$ cat src/rtl/alu_regfile_pkg.sv
// rtl/alu_regfile_pkg.sv - shared typedefs and ALU operation codes for alu_regfile
package alu_regfile_pkg;

  typedef logic        u1;
  typedef logic [1:0]  u2;
  typedef logic [2:0]  u3;
  typedef logic [4:0]  u5;
  typedef logic [31:0] u32;

  // Native word width; the datapath parameter defaults to this.
  localparam int WORD_W = $bits(u32);

  localparam u3 ALU_AND  = 3'b000;
  localparam u3 ALU_OR   = 3'b001;
  localparam u3 ALU_ADD  = 3'b010;
  localparam u3 ALU_ZERO = 3'b011;
  localparam u3 ALU_ANDN = 3'b100;
  localparam u3 ALU_ORN  = 3'b101;
  localparam u3 ALU_SUB  = 3'b110;
  localparam u3 ALU_SLT  = 3'b111;

endpackage

$ cat src/rtl/alu_regfile_alu_unit.sv
// rtl/alu_regfile_alu_unit.sv - purely combinational ALU (logic ops, add/sub, signed SLT)
module alu_unit
  import alu_regfile_pkg::*;
#(
  parameter int DATA_W = WORD_W
) (
  input  logic [DATA_W-1:0] A,
  input  logic [DATA_W-1:0] B,
  input  u3                 alucont,
  output logic [DATA_W-1:0] result,
  output u1                 zero
);

  logic [DATA_W-1:0] sum;
  logic [DATA_W-1:0] diff;
  u2                 msbs;
  u1                 ovf;
  u1                 slt;

  // Operation select; SLT takes the sign of A-B and flips it when the subtraction overflowed.
  always_comb begin
    sum    = A + B;
    diff   = A - B;
    msbs   = {A[DATA_W-1], B[DATA_W-1]};
    ovf    = (msbs[1] ^ msbs[0]) & (diff[DATA_W-1] ^ msbs[1]);
    slt    = diff[DATA_W-1] ^ ovf;
    result = '0;
    unique case (alucont)
      ALU_AND:  result = A & B;
      ALU_OR:   result = A | B;
      ALU_ADD:  result = sum;
      ALU_ZERO: result = '0;
      ALU_ANDN: result = A & ~B;
      ALU_ORN:  result = A | ~B;
      ALU_SUB:  result = diff;
      ALU_SLT:  result = {{(DATA_W-1){1'b0}}, slt};
      default:  result = '0;
    endcase
    zero = (result == '0);
  end

endmodule

$ cat src/rtl/alu_regfile.sv
// rtl/alu_regfile.sv - 32-entry register file (2R/1W) plus ALU; REGFILE_BYPASS_EN enables write-to-read forwarding
module alu_regfile
  import alu_regfile_pkg::*;
#(
  parameter int DATA_W = WORD_W,
  parameter int REG_N  = 32
) (
  input  logic              clk,
  input  logic              reset,
  input  u1                 we3,
  input  u5                 ra1,
  input  u5                 ra2,
  input  u5                 wa3,
  input  logic [DATA_W-1:0] wd3,
  output logic [DATA_W-1:0] rd1,
  output logic [DATA_W-1:0] rd2,
  input  logic [DATA_W-1:0] A,
  input  logic [DATA_W-1:0] B,
  input  u3                 alucont,
  output logic [DATA_W-1:0] result,
  output u1                 zero
);

  logic [DATA_W-1:0] regs [0:REG_N-1];
  logic [DATA_W-1:0] stored1;
  logic [DATA_W-1:0] stored2;

  // Register array: cleared asynchronously by reset; register 0 is never written.
  always_ff @(posedge clk or negedge reset) begin
    if (!reset) begin
      for (int i = 0; i < REG_N; i++) begin
        regs[i] <= '0;
      end
    end else if (we3 && (wa3 != 5'd0)) begin
      regs[wa3] <= wd3;
    end
  end

  // Zero-latency read ports; address 0 is hardwired to zero.
  always_comb begin
    stored1 = (ra1 == 5'd0) ? '0 : regs[ra1];
    stored2 = (ra2 == 5'd0) ? '0 : regs[ra2];
`ifdef REGFILE_BYPASS_EN
    // Forwarding is suppressed during reset so reads stay zero while cleared.
    rd1 = (reset && we3 && (wa3 != 5'd0) && (wa3 == ra1)) ? wd3 : stored1;
    rd2 = (reset && we3 && (wa3 != 5'd0) && (wa3 == ra2)) ? wd3 : stored2;
`else
    rd1 = stored1;
    rd2 = stored2;
`endif
  end

  alu_unit #(
    .DATA_W(DATA_W)
  ) u_alu (
    .A      (A),
    .B      (B),
    .alucont(alucont),
    .result (result),
    .zero   (zero)
  );

endmodule

$ cat config.mk
export PLATFORM = sky130hd
export DESIGN_NAME = alu_regfile
export DESIGN_NICKNAME = d
export VERILOG_FILES = /design/src/rtl/alu_regfile_pkg.sv /design/src/rtl/alu_regfile_alu_unit.sv /design/src/rtl/alu_regfile.sv
export SDC_FILE = /design/constraint.sdc
export NUM_CORES = 2
export LEC_CHECK = 0
export BUFFER_PORTS_ARGS = -buffer_cell sky130_fd_sc_hd__buf_4
export CAP_MARGIN = 15
export CORE_UTILIZATION = 55
export CTS_BUF_LIST = sky130_fd_sc_hd__clkbuf_8
export DETAILED_ROUTE_END_ITERATION = 8
export GPL_TIMING_DRIVEN = 1
export HOLD_SLACK_MARGIN = 0.12
export PLACE_DENSITY = 0.72
export SLEW_MARGIN = 20
export SYNTH_ARGS = -nofsm -noshare
export SYNTH_HDL_FRONTEND = slang
export SYNTH_HIERARCHICAL = 1
export SYNTH_SLANG_ARGS = --single-unit
$ cat constraint.sdc
create_clock -name clk -period 18.6 [get_ports clk]
set_input_delay 1.86 -clock clk [delete_from_list [all_inputs] [get_ports clk]]
set_output_delay 1.86 -clock clk [all_outputs]
set_load 0.01 [all_outputs]
==> flow_summary.json <==
{
  "outcome": "finished clean",
  "dp_slack_ns": 8.85,
  "die_w_um": 331,
  "synth_flop_cell": "dfrtp_1",
  "drv_cap": 0,
  "postCtsHoldBufs": 0,
  "synth-seq-cells": 1024,
  "largest_register_ffs": 1024,
  "cts_setup_buffers": 0,
  "cts_tree": "built",
  "portBuffers": 213,
  "finalWorstPathRequiredPeriod_ns": 9.80,
  "r2r_setup_slack_ns": 17.79,
  "dieArea_um2": 110000,
  "numCtsBuffers": 165,
  "holdPathStages": 0,
  "cts_resized": 0,
  "setup_viol_count_final": 0,
  "grt_use_total_pct": 34.7,
  "wl_per_cell_um": 31.7,
  "synth_edf_count": 0,
  "cp.required_ns": 16.74,
  "vias_per_cell": 7.02,
  "grt_pass1_wl_um": 279000,
  "async_flop_share_pct": 100,
  "syn_area_um2": 59600,
  "hold_viol": 0,
  "first_iter_violations": 4632,
  "cp-end-kind": "output port",
  "cts_root_buf": "clkbuf_8",
  "peakVddDrop_uv": 59.7,
  "syn_avg_cell_area_um2": 13.4,
  "htreeDepth": 4,
  "area_growth_pct": 8.98,
  "fin_skew_ns": 0,
  "final.fill_count": 8379,
  "grt_pass1_vias": 42400,
  "rsz0062_at_grt": "false",
  "yosysUniqueCellTypes": 97,
  "power.density_nw_per_um2": 99.7,
  "nets": 4629,
  "r2r-start": "regs[818]$_DFFE_PN0P_",
  "die_h_um": 331,
  "syn-num-nets": 4635,
  "worst_r2r_endpoint": "regs[818]$_DFFE_PN0P_",
  "max_freq_mhz": 102,
  "worstSetupPathType": "input pin to output port",
  "reg_top3": "regs: 1024 flops",
  "insertion_delay_ns": 0.84,
  "synth_seq_area_share_pct": 43.0,
  "ant_nets": 0,
  "hold_start": "regs[1006]$_DFFE_PN0P_",
  "drc_errors": 0,
  "clock_path_buffers": 3,
  "maxSlewViolCount": 0,
  "fin_hold_ws_ns": 0.400,
  "setup_slack_ns": 8.80,
  "dr.pass1.iters": 5,
  "top_register": "regs",
  "std_cell_rows": 120,
  "num_io_pins": 214,
  "netlist_instances": 4453,
  "reg2regPathDepth": 1,
  "setup-tns-final_ns": 0,
  "design.core.area_um2": 107000,
  "yosysWarnings": 6,
  "clkSlewWorstSetupHoldPaths_ns": 0.06,
  "grt_max_degree": 170,
  "regArea_um2": 25600,
  "worst_pin_slew_ns": 1.22,
  "hold_path_class": "register to register",
  "layout-drive-gt1-share_pct": 44.7,
  "routed_wl_um": 190000,
  "critPathLaunchType": "input pin",
  "vias": 42000,
  "hpwl_um": 114000,
  "whs_endpoint": "regs[1006]$_DFFE_PN0P_",
  "multiInputGateArea_um2": 31600,
  "crit_path_max_fanout": 7,
  "gp_congestion": 0.911,
  "fin_crit_sh_pct": 52.7,
  "start_util_pct": 55.6,
  "antenna_found_initial": 13,
  "clock-sinks": 1024,
  "grt.overflow.total": 0,
  "relSlewSlack_pct": 17.6,
  "cp.arrival_ns": 7.94,
  "p_leak_uw": 0.0285
}
## cells in the mapped netlist (54+ instances only)
library cell	n	area share (%)
a22o_1	54	0.79
dfrtp_1	1024	43
ha_1	62	1.3
nor2_1	96	0.61
buf_2	82	0.69
o22ai_1	64	0.67
nand2_1	80	0.50
a22oi_1	72	0.91
mux2_2	1030	19
clkbuf_1	248	1.6
buf_1	64	0.40
nor3_1	68	0.57
nor2b_1	57	0.60
a211oi_1	63	0.79
mux4_2	404	15
inv_1	66	0.42
a21oi_1	129	1.1
mux2i_1	252	4.2
## routing by layer
layer / GRT usage, % / vias up / wire length [um]
met5: 0 / - / 50
met4: 18.4 / 8 / 10700
met3: 8.37 / 609 / 17500
met2: 54.7 / 2267 / 88600
met1: 44.4 / 22000 / 72700
li1: - / 17100 / -
## worst max path at each step
stage,end,cells after the start,slack (ns),from
after global placement,zero,27,8.93,B[2]
final,zero,27,8.80,B[2]
after CTS,zero,27,8.83,B[5]
after floorplan,zero,25,9.74,B[2]
after detailed placement,zero,27,8.85,B[5]
after global routing,zero,27,8.45,B[5]
## cell type report
| type | count | share of cell area (%) |
|---|---|---|
| flip-flops and latches | 1024 | 39.5 |
| diodes | 10 | 0.0386 |
| clock buffers | 208 | 4.41 |
| well taps | 1403 | 2.70 |
| multi-input cells | 2881 | 48.6 |
| inverters | 75 | 0.434 |
| repair buffers | 300 | 3.59 |
| clock inverters | 77 | 0.694 |
## worst max-delay path, cell delays in order
cell       delay, ns
buf_4           0.10
inv_1           0.04
ha_1            0.38
o21ai_1         0.10
a21oi_1         0.25
a21oi_1         0.23
o31a_1          0.41
o41a_1          0.51
o211ai_2        0.29
a21oi_1         0.11
nor2_1          0.09
o21ai_0         0.08
nand2b_1        0.11
a21oi_1         0.09
fa_1            0.43
nand3_1         0.09
o21ai_1         0.08
nand2_1         0.08
o21ai_0         0.10
a211o_1         0.29
nor4_1          0.19
o2111ai_1       0.14
or4_1           0.49
or4_1           0.49
or4b_1          0.50
nor4b_2         0.22
buf_4           0.16
## stage by stage
step	total power (uW)	std cells	utilization, %	instance area [um^2]
floorplan	4020	4453	-	59600
global placement	4440	5683	57.4	61600
detailed placement	4500	5683	57.4	61600
CTS	6470	5968	60.5	64900
global route	6740	5973	60.5	64900
finish	6470	5978	60.5	64900
## kinds of logic (layout without fill, tap and decap cells)
| logic type | Yosys count | after routing | synth area share (%) |
|---|---|---|---|
| muxes | 1692 | 1692 | 39.1 |
| AOI/OAI and AO/OA | 641 | 641 | 7.67 |
| buffers and inverters | 548 | 660 | 4.34 |
| DFF | 1024 | 1024 | 43.0 |
| xor gates and xnor gates | 42 | 42 | 0.618 |
| adders and majority gates | 73 | 73 | 1.54 |
| and+or+nand+nor | 433 | 433 | 3.71 |
| other | 0 | 10 | 0 |
## power by group
group	internal, uW	switching, uW	leakage (uW)
clock network	1060	917	0.00190
registers	2650	327	0.0131
logic	861	657	0.0135
## cell usage in the layout (no fill, tap or decap), types with 19 or more instances in the layout
cell       Yosys  final
buf_4         45    291
nor4_1        26     25
nor2b_1       57     51
mux2i_1      252    252
o221ai_1      30     30
xnor2_1       28     28
a21oi_1      129    129
clkbuf_8       3    209
a22oi_1       72     72
a22o_1        54     54
ha_1          62     62
nor2_1        96     82
nor3_1        68     68
nand3_1       23     21
a211oi_1      63     63
mux2_2      1030   1030
inv_1         66    118
a2111oi_0     19     19
nand2_1       80     66
mux4_2       404    404
o22ai_1       64     64
o21ai_0       45     45
dfrtp_1     1024   1024
Note: power is estimated with default switching activity, not from simulation.
